## config.mk

```make
export PLATFORM = sky130hd
export DESIGN_NAME = ic_input_cond
export DESIGN_NICKNAME = d
export VERILOG_FILES = /design/src/rtl/ic_pkg.sv /design/src/rtl/ic_glitch_filter.sv /design/src/rtl/ic_input_cond.sv
export SDC_FILE = /design/constraint.sdc
export NUM_CORES = 1
export LEC_CHECK = 0
export ABC_AREA = 1
export CORE_ASPECT_RATIO = 0.9
export CORE_MARGIN = 3
export CORE_UTILIZATION = 45
export DETAILED_ROUTE_END_ITERATION = 12
export PLACE_DENSITY = 0.72
export SYNTH_ARGS = -nofsm -noshare
export SYNTH_HDL_FRONTEND = slang
export SYNTH_SLANG_ARGS = --single-unit
export TNS_END_PERCENT = 20
```

## constraint.sdc

```tcl
create_clock -name i_sysclk -period 2.1 [get_ports i_sysclk]
set_input_delay 0.525 -clock i_sysclk [delete_from_list [all_inputs] [get_ports i_sysclk]]
set_output_delay 0.525 -clock i_sysclk [all_outputs]
set_load 0.05 [all_outputs]
```

## src/rtl/ic_pkg.sv

```systemverilog
// ic_pkg: shared edge-select encodings and default widths for the input-capture path
package ic_pkg;
  localparam int FILT_W_DEF = 4;
  localparam int PSC_W_DEF  = 3;
  typedef enum logic [1:0] {
    EDGE_NONE = 2'b00,
    EDGE_RISE = 2'b01,
    EDGE_FALL = 2'b10,
    EDGE_BOTH = 2'b11
  } edge_sel_e;
endpackage

```

## src/rtl/ic_glitch_filter.sv

```systemverilog
// ic_glitch_filter: two-flop synchroniser plus stability counter with registered rise/fall strobes
module ic_glitch_filter
  import ic_pkg::*;
#(
  parameter int FILT_W = FILT_W_DEF
) (
  input  logic              i_clk,
  input  logic              i_rst,
  input  logic              i_pin,
  input  logic [FILT_W-1:0] i_filt_len,
  output logic              o_pin_flt,
  output logic              o_rise,
  output logic              o_fall
);
  logic              r_s1, r_s2, r_flt, r_rise, r_fall;
  logic [FILT_W-1:0] r_fcnt;
  logic              w_diff, w_acc;
  assign w_diff    = r_s2 != r_flt;
  // >= rather than == so a length lowered mid-count is honoured at once instead of wrapping
  assign w_acc     = w_diff && (r_fcnt >= i_filt_len);
  assign o_pin_flt = r_flt;
  assign o_rise    = r_rise;
  assign o_fall    = r_fall;
  // synchronise, count stable cycles of a differing level, accept and strobe the edge
  always_ff @(posedge i_clk or posedge i_rst) begin
    if (i_rst) begin
      r_s1   <= 1'b0;
      r_s2   <= 1'b0;
      r_flt  <= 1'b0;
      r_fcnt <= '0;
      r_rise <= 1'b0;
      r_fall <= 1'b0;
    end else begin
      r_s1   <= i_pin;
      r_s2   <= r_s1;
      r_fcnt <= (!w_diff || w_acc) ? '0 : r_fcnt + 1'b1;
      r_flt  <= w_acc ? r_s2 : r_flt;
      r_rise <= w_acc & r_s2;
      r_fall <= w_acc & ~r_s2;
    end
  end
endmodule

```

## src/rtl/ic_input_cond.sv

```systemverilog
// ic_input_cond: filtered edge detection, edge selection and prescaled single-cycle capture events
module ic_input_cond
  import ic_pkg::*;
#(
  parameter int FILT_W = FILT_W_DEF,
  parameter int PSC_W  = PSC_W_DEF
) (
  input  logic              i_sysclk,
  input  logic              i_sysrst,
  input  logic              i_en,
  input  logic              i_pin,
  input  logic [1:0]        i_edge_sel,
  input  logic [FILT_W-1:0] i_filt_len,
  input  logic [PSC_W-1:0]  i_psc,
  input  logic              i_psc_clr,
  output logic              o_pin_flt,
  output logic              o_cap_evt
);
  logic             w_rise, w_fall, w_qual, w_fire;
  logic [PSC_W-1:0] r_psc_cnt;
  logic             r_evt;
  ic_glitch_filter #(.FILT_W(FILT_W)) u_flt (
    .i_clk      (i_sysclk),
    .i_rst      (i_sysrst),
    .i_pin      (i_pin),
    .i_filt_len (i_filt_len),
    .o_pin_flt  (o_pin_flt),
    .o_rise     (w_rise),
    .o_fall     (w_fall)
  );
  assign w_qual = (w_rise && (i_edge_sel == EDGE_RISE || i_edge_sel == EDGE_BOTH)) ||
                  (w_fall && (i_edge_sel == EDGE_FALL || i_edge_sel == EDGE_BOTH));
  // >= keeps an on-the-fly prescaler reduction from wrapping the counter
  assign w_fire = w_qual && (r_psc_cnt >= i_psc);
  assign o_cap_evt = r_evt;
  // prescaler count and event register; clear and disable both zero the count and suppress events
  always_ff @(posedge i_sysclk or posedge i_sysrst) begin
    if (i_sysrst) begin
      r_psc_cnt <= '0;
      r_evt     <= 1'b0;
    end else begin
      r_evt     <= !i_psc_clr && i_en && w_fire;
      r_psc_cnt <= (i_psc_clr || !i_en || w_fire) ? '0 : w_qual ? r_psc_cnt + 1'b1 : r_psc_cnt;
    end
  end
endmodule

```

* After elaboration in Yosys (flattened, before gate mapping)
Cells that the tools add are included.
** Cells by class
- Equal/unequal tests :: 4
- Multiplexer cells :: 3
- Bitwise operators :: 3
- Magnitude comparators :: 2
- Reductions and logical operators :: 16
- $add $sub $neg :: 2
** Operator list (count)
- logical AND 1 bit :: 6
- logical OR 1 bit :: 6
- two-way mux 3 bit :: 2
- adder 4 x 1 -> 4 bit (second input constant) :: 1
- equality test 2 bit (second input constant) :: 2
- greater-or-equal comparator 4 bit :: 1
- two-way mux 4 bit :: 1
- adder 3 x 1 -> 3 bit (second input constant) :: 1
- greater-or-equal comparator 3 bit :: 1
- logical NOT 1 bit :: 3
- bitwise AND 1 bit :: 2
- equality test 2 x 1 -> 1 bit (second input constant) :: 1
- nonzero test 2 bit :: 1
- != test 1 bit :: 1
- NOT 1 bit :: 1
** Storage, ports and cells
- Output and inout port bits :: 2
- Bits in registers :: 13
- Input port bits :: 14

* Depth between registers and ports, before layout
Gate-level depths: netlist of run 1.
- Word-level depth :: 7
- Depth in mapped cells :: 9
- Gate-level depth less buffers :: 9

* Modules after synthesis
A second synthesis of run 1 with hierarchy kept.
** Second synthesis, totals
- Cells, all modules :: 96
- Area, all modules :: 805.8 µm²
** By module, submodules not included
- ic_glitch_filter :: cells each 54, instances 1, area each 486.7 µm²
- ic_input_cond :: cells each 42, instances 1, area each 319.1 µm²

* Least setup slack after synthesis of run 1
OpenSTA, ideal clock, no wires.
- Path kind :: input port to flip-flop
- From :: input port i_filt_len[3]
- To :: register u_flt.r_flt, in the netlist u_flt.o_pin_flt
- Arrival time :: 1.253 ns
- Setup slack :: 0.729 ns
- Stages :: 6
- Cells stage by stage :: inv_1 > ha_1 > a21oi_2 > nand3_2 > nand2_1 > nand2_1
** On the way
- Cells in the longest elaborated chain, start to end :: 2
** RTL lines
- start: declaration :: line ic_input_cond.sv:13 : input logic [FILT_W-1:0] i_filt_len,
- greater-or-equal comparator 4 bit :: line ic_glitch_filter.sv:20 : assign w_acc = w_diff && (r_fcnt >= i_filt_len);
- logical AND 1 bit :: line ic_glitch_filter.sv:20
- end signal: assignment :: line ic_glitch_filter.sv:37 : r_flt <= w_acc ? r_s2 : r_flt;
- end: declaration :: line ic_glitch_filter.sv:15 : logic r_s1, r_s2, r_flt, r_rise, r_fall;
Every way passes these cells.
A chain may end at the register's enable or synchronous reset.

* Final worst setup path of run 1
- From :: register u_flt.r_flt, in the netlist u_flt.o_pin_flt
- To :: output port o_pin_flt
** RTL lines
- end: declaration :: line ic_input_cond.sv:16 : output logic o_pin_flt,
No word-level cell between the ends.

==> results by group, run 1 <==
STA
  • Fin crit share: 96.7%
  • Total Neg Setup Slack: 0 ns
  • Worst-Margin Slew: 0.495 ns
  • Max transition margin: 66.9%
  • Final Skew: 0.000653 ns
  • Hold Vio Cnt, Final: 0
  • Final setup vio count: 0
  • Setup ws final: 0.0686 ns
  • Max Fclk: 492 MHz
  • RSZ-0062 raised after global routing: false
  • Fin. max-slew vios: 0
  • Crit path time final: 2.03 ns

Clock network
  • CTS root buffer: clkbuf_4
  • CTS resizes: 0
  • CTS Buf Count: 3
  • # clock sinks: 13
  • H-tree Lvls: 1
  • CTS max path bufs: 2
  • Clk_lat worst skew: 0.27 ns
  • Postcts setup bufs: 0
  • Clock slew at reported path FFs: 0.07 ns
  • Hold buffer count at cts: 0
  • CTS tree: built

Worst setup path
  • Nature of the critical path startpoint: flip-flop
  • CP Class: reg -> out
  • CP Cell Sequence: clkdlybuf4s50_1
  • Worst Path Arrival: 1.51 ns
  • Crit-path leading delay family: buffers and inverters
  • Crit path max fanout: 4
  • Buf/Inv on CP: 1
  • Largest stage delay, worst path: 0.82 ns
  • Critical Path Slowest Stage Cell: clkdlybuf4s50_1
  • Worst EP required: 1.57 ns
  • CP Capture Type: primary output

Pwr
  • Clock share of power: 21.4%
  • Worst vdd ir: 0.601 mV
  • P_sw: 0.245 mW
  • Sw Ratio: 35.1%
  • Total power: 0.697 mW
  • Pleak: 0.567 nW
  • Combinational share of power: 33.5%
  • PD cells: 715 nW/um^2
  • Reg power frac: 45.1%
  • P_int: 0.453 mW

Logic synthesis
  • Post-synthesis sequential area ratio: 42.2%
  • Syn avg cell area: 8.47 um^2
  • Area leader, netlist: dfrtp_1
  • Register bit total from synthesis: 13
  • Syn Nets: 114
  • Most area-consuming cells after synthesis: dfrtp_1, ha_1, nand2_1
  • Synth warn: 0
  • Count of cell types in the netlist: 19
  • Mapped cell area: 771 um^2
  • Yosys top cell area share: 42.2%
  • Gate count after technology mapping: 91

Placement
  • Port Buffers: 15
  • Post-detail-place hpwl: 1070 um
  • Setup WS pre-CTS: 0.179 ns
  • Placed cell areas: 948 um^2
  • DP Cell Count: 128
  • Gpl congestion: 0.713

Run
  • Maxcap violations: 0

Drt
  • Total Wirelength: 1300 um
  • Max layer used: met3
  • Pre-antenna DRT Iters: 3
  • WL/cell: 9.88 um
  • Via density: 4.51
  • Met3 routed WL: 79 um
  • DR iter-0 viols: 9
  • DRT met1 WL: 669 um
  • Met2 wire length: 556 um
  • DRC viols: 0
  • ANT nets after route: 0
  • Routed via count: 595

Floorplan
  • Core Area: 1530 um^2
  • Initial Util: 50.4%
  • DIE AREA: 2250 um^2
  • Die width: 49.6 um
  • Row count: 13
  • # IOs: 16
  • Die H: 45.3 um

Worst hold path
  • Worst hold path type: reg -> reg

Global routing
  • Global-route wire length before repair: 2260 um
  • Largest net degree at the start of global routing: 14
  • Initial antenna violation count: 0
  • Overflow after GRT: 0
  • Number of global-route vias before repair: 554
  • GRT Total Usage: 13.7%

Layout
  • Fill count: 149
  • P&R area growth vs syn: 26.6%
  • Non-filler cells, final: 132
  • Share of layout cells above drive strength 1: 10.9%
  • Antenna cells: 0
  • Most frequent cells in the layout: nand2_1, inv_1, clkdlybuf4s50_1, dfrtp_1, ha_1
  • Final net count: 134
  • Area of the multi-input gates: 363 um^2
  • Most common cell after layout, fill and taps aside: nand2_1
  • Sequential cell area: 325 um^2
  • Design area: 976 um^2

Status
  • Outcome: finished, final reports clean
per-stage QoR:
step           hold WS [ns]  utilization, %
2_1_floorplan         0.331               -
3_3_place_gp          0.333            62.0
3_5_place_dp          0.347            62.0
4_1_cts               0.365            63.8
5_1_grt               0.374            63.8
6_report              0.361            63.8
logic make-up (layout without fill, tap and decap cells):
| kind of cell | after synthesis | after routing | synth area share (%) |
|---|---|---|---|
| simple gates | 40 | 40 | 25.2 |
| buf+inv | 22 | 41 | 10.7 |
| flops | 13 | 13 | 42.2 |
| fa+ha+maj | 9 | 9 | 14.6 |
| compound gates | 4 | 4 | 3.90 |
| xor+xnor | 3 | 3 | 3.41 |
routing by layer:
metal | global-route usage (%) | up-vias
met3 | 5.61 | 0
met4 | 3.31 | 0
met5 | 0 | -
met2 | 21.4 | 12
met1 | 17.8 | 262
li1 | - | 321
layout make-up:
cell class	count	share of cell area [%]
Sequential cell	13	33.3
Tap cell	22	2.82
Multi-Input combinational cell	56	37.2
Clock buffer	3	2.31
Clock inverter	1	0.513
Timing Repair Buffer	15	15.4
Inverter	22	8.46
Yosys cell counts:
cell       n
o21bai_2   1
xor2_1     2
ha_1       9
nand2_1   22
a21oi_2    1
nor3_1     1
a21oi_1    2
nand3b_1   1
nand3_1    4
nand3_2    2
nand4_2    1
nand2_2    1
nor2_1     4
inv_1     21
nand4_1    3
nor2_2     1
xnor2_1    1
inv_2      1
dfrtp_1   13
final timing paths:
kind | from | to | slack, ns | cells past startpoint
max | u_flt.o_pin_flt | o_pin_flt | 0.07 | 1
min | u_flt.r_s1 | u_flt.r_s2 | 0.36 | 0
max reg2reg | u_flt.r_fcnt[1] | u_flt.r_fcnt[2] | 0.80 | 6
min reg2reg | u_flt.r_s1 | u_flt.r_s2 | 0.36 | 0
max in group asynchronous | i_sysrst | u_flt.r_fcnt[3] | 1.22 | 2
min in group asynchronous | i_sysrst | u_flt.r_s1 | 0.56 | 2
power by group through the flow:
stage	combinational (mW)	clock, mW	sequential (mW)
2_1_floorplan	0.136	0	0.341
3_3_place_gp	0.228	0	0.318
3_5_place_dp	0.235	0	0.318
4_1_cts	0.237	0.155	0.314
5_1_grt	0.267	0.164	0.319
6_report	0.234	0.149	0.314
registers in the layout, summed over array words and instances, names as in the netlist:
| name | count |
|---|---|
| u_flt.r_s2 | 1 |
| u_flt.r_s1 | 1 |
| u_flt.r_fcnt | 4 |
| o_cap_evt | 1 |
| u_flt.o_rise | 1 |
| r_psc_cnt | 3 |
| u_flt.o_pin_flt | 1 |
| u_flt.o_fall | 1 |
No activity file was read; power rests on OpenSTA's default activity.
==> run 2: changes to the inputs <==
--- a/config.mk
+++ b/config.mk
@@ -11,6 +11,7 @@
 export CORE_UTILIZATION = 45
 export DETAILED_ROUTE_END_ITERATION = 12
 export PLACE_DENSITY = 0.72
+export RECOVER_POWER = 100
 export SYNTH_ARGS = -nofsm -noshare
 export SYNTH_HDL_FRONTEND = slang
 export SYNTH_SLANG_ARGS = --single-unit
==> run 2 against run 1 <==
Sequential cell count unchanged. Via count grew 0.50%. Critical path type unchanged. Register-to-register slack got worse by 0.10 ns.
==> results by group, run 2 (synthesis gave the netlist of run 1 again) <==
Status
  • Outcome: finished, final reports clean

Layout
  • Final net count: 134
  • Largest register by flop count: u_flt.r_fcnt
  • Fill count: 152
  • Max reg flops: 4
  • Most common cell after layout, fill and taps aside: nand2_1
  • Design area: 966 um^2
  • Most frequent cells in the layout: nand2_1, inv_1, dfrtp_1, clkdlybuf4s50_1, ha_1
  • Top Registers: u_flt.r_fcnt x4, r_psc_cnt x3
  • P&R area growth vs syn: 25.3%
  • Antenna cells: 0
  • Share of layout cells above drive strength 1: 9.09%

Global routing
  • GRT Total Usage: 13.7%
  • Overflow after GRT: 0
  • Initial antenna violation count: 0
  • Global-route wire length before repair: 2260 um
  • Number of global-route vias before repair: 554
  • Largest net degree at the start of global routing: 14

STA
  • Final setup vio count: 0
  • Max transition margin: 66.4%
  • Total Neg Setup Slack: 0 ns
  • Crit path time final: 2.03 ns
  • Fin crit share: 96.8%
  • Fin. max-slew vios: 0
  • Hold slack: 0.363 ns
  • Final Skew: 0.000324 ns
  • Max Fclk: 492 MHz
  • Hold Vio Cnt, Final: 0
  • Worst-Margin Slew: 0.502 ns
  • RSZ-0062 raised after global routing: false
  • Setup ws final: 0.0667 ns

Placement
  • Placed cell areas: 948 um^2
  • Gpl congestion: 0.713
  • Setup WS pre-CTS: 0.179 ns
  • Port Buffers: 15
  • Post-detail-place hpwl: 1070 um

Worst setup path
  • Critical Path Slowest Stage Cell: clkdlybuf4s50_1
  • Largest stage delay, worst path: 0.82 ns
  • CP Cell Sequence: clkdlybuf4s50_1
  • Worst EP required: 1.57 ns
  • Buf/Inv on CP: 1
  • CP Capture Type: primary output
  • Crit-path leading delay family: buffers and inverters
  • Crit path max fanout: 4
  • Nature of the critical path startpoint: flip-flop
  • CP Class: reg -> out
  • Worst Path Arrival: 1.51 ns

Pwr
  • Total power: 0.690 mW
  • Pleak: 0.571 nW
  • Worst vdd ir: 0.599 mV
  • PD cells: 715 nW/um^2

Drt
  • Routed via count: 598
  • Total Wirelength: 1310 um
  • DR iter-0 viols: 14
  • Via density: 4.53
  • WL/cell: 9.95 um
  • Pre-antenna DRT Iters: 3
  • ANT nets after route: 0
  • DRC viols: 0

Floorplan
  • Die width: 49.6 um
  • Row count: 13
  • Core Area: 1530 um^2
  • Initial Util: 50.4%
  • Die H: 45.3 um
  • # IOs: 16
  • DIE AREA: 2250 um^2

Clock network
  • H-tree Lvls: 1
  • Hold buffer count at cts: 0
  • CTS Buf Count: 3
  • Clock slew at reported path FFs: 0.08 ns
  • # clock sinks: 13
  • CTS resizes: 0
  • Postcts setup bufs: 0
  • CTS tree: built
  • Clk_lat worst skew: 0.27 ns
  • CTS root buffer: clkbuf_4
  • CTS max path bufs: 2

Run
  • Maxcap violations: 0

Worst hold path
  • Worst hold path type: reg -> reg
-- run 2: changes by cell type in the layout (fill, tap and decap cells not counted) --
cell / before / now
a21oi_1: 2 / 3
a21oi_2: 1 / 0
clkdlybuf4s50_1: 15 / 10
dlygate4sd3_1: 0 / 5
nand4_1: 3 / 4
nand4_2: 1 / 0
-- run 2: final timing paths --
path | slack (ns) | depth (start not counted) | end | from
worst max-delay path | 0.07 | 1 | o_pin_flt | u_flt.o_pin_flt
worst min-delay path | 0.36 | 0 | u_flt.r_s2 | u_flt.r_s1
worst max register to register | 0.70 | 4 | u_flt.r_fcnt[2] | u_flt.r_fcnt[3]
worst min register to register | 0.36 | 0 | u_flt.r_s2 | u_flt.r_s1
max in group asynchronous | 1.08 | 2 | u_flt.r_fcnt[2] | i_sysrst
min in group asynchronous | 0.70 | 2 | u_flt.r_s1 | i_sysrst
-- run 2: cell type report --
type	count	area [um^2]	area share, %
Clock buffer	3	22.5	2.33
Tap cell	22	27.5	2.85
Multi-Input combinational cell	56	353	36.5
Clock inverter	1	5.00	0.518
Sequential cell	13	325	33.7
Timing Repair Buffer	15	150	15.5
Inverter	22	82.6	8.55
-- run 2: report_power, final --
| part | internal [mW] | total, mW | switching [mW] |
|---|---|---|---|
| registers | 0.283 | 0.315 | 0.0321 |
| logic | 0.0942 | 0.226 | 0.132 |
| clock network | 0.0706 | 0.150 | 0.0790 |
| total | 0.447 | 0.690 | 0.243 |
-- run 2: layer usage --
metal / up-vias / wire (um) / track usage (%)
met5: - / 0 / 0
met4: 0 / 0 / 3.31
met3: 0 / 78 / 5.61
met2: 12 / 557 / 21.4
met1: 265 / 677 / 17.8
li1: 321 / - / -
-- run 2: metrics by stage --
stage | util [%] | std cells
final | 63.2 | 132
after global routing | 63.2 | 132
after CTS | 63.8 | 132
after detailed placement | 62.0 | 128
after global placement | 62.0 | 128
after floorplan | - | 91
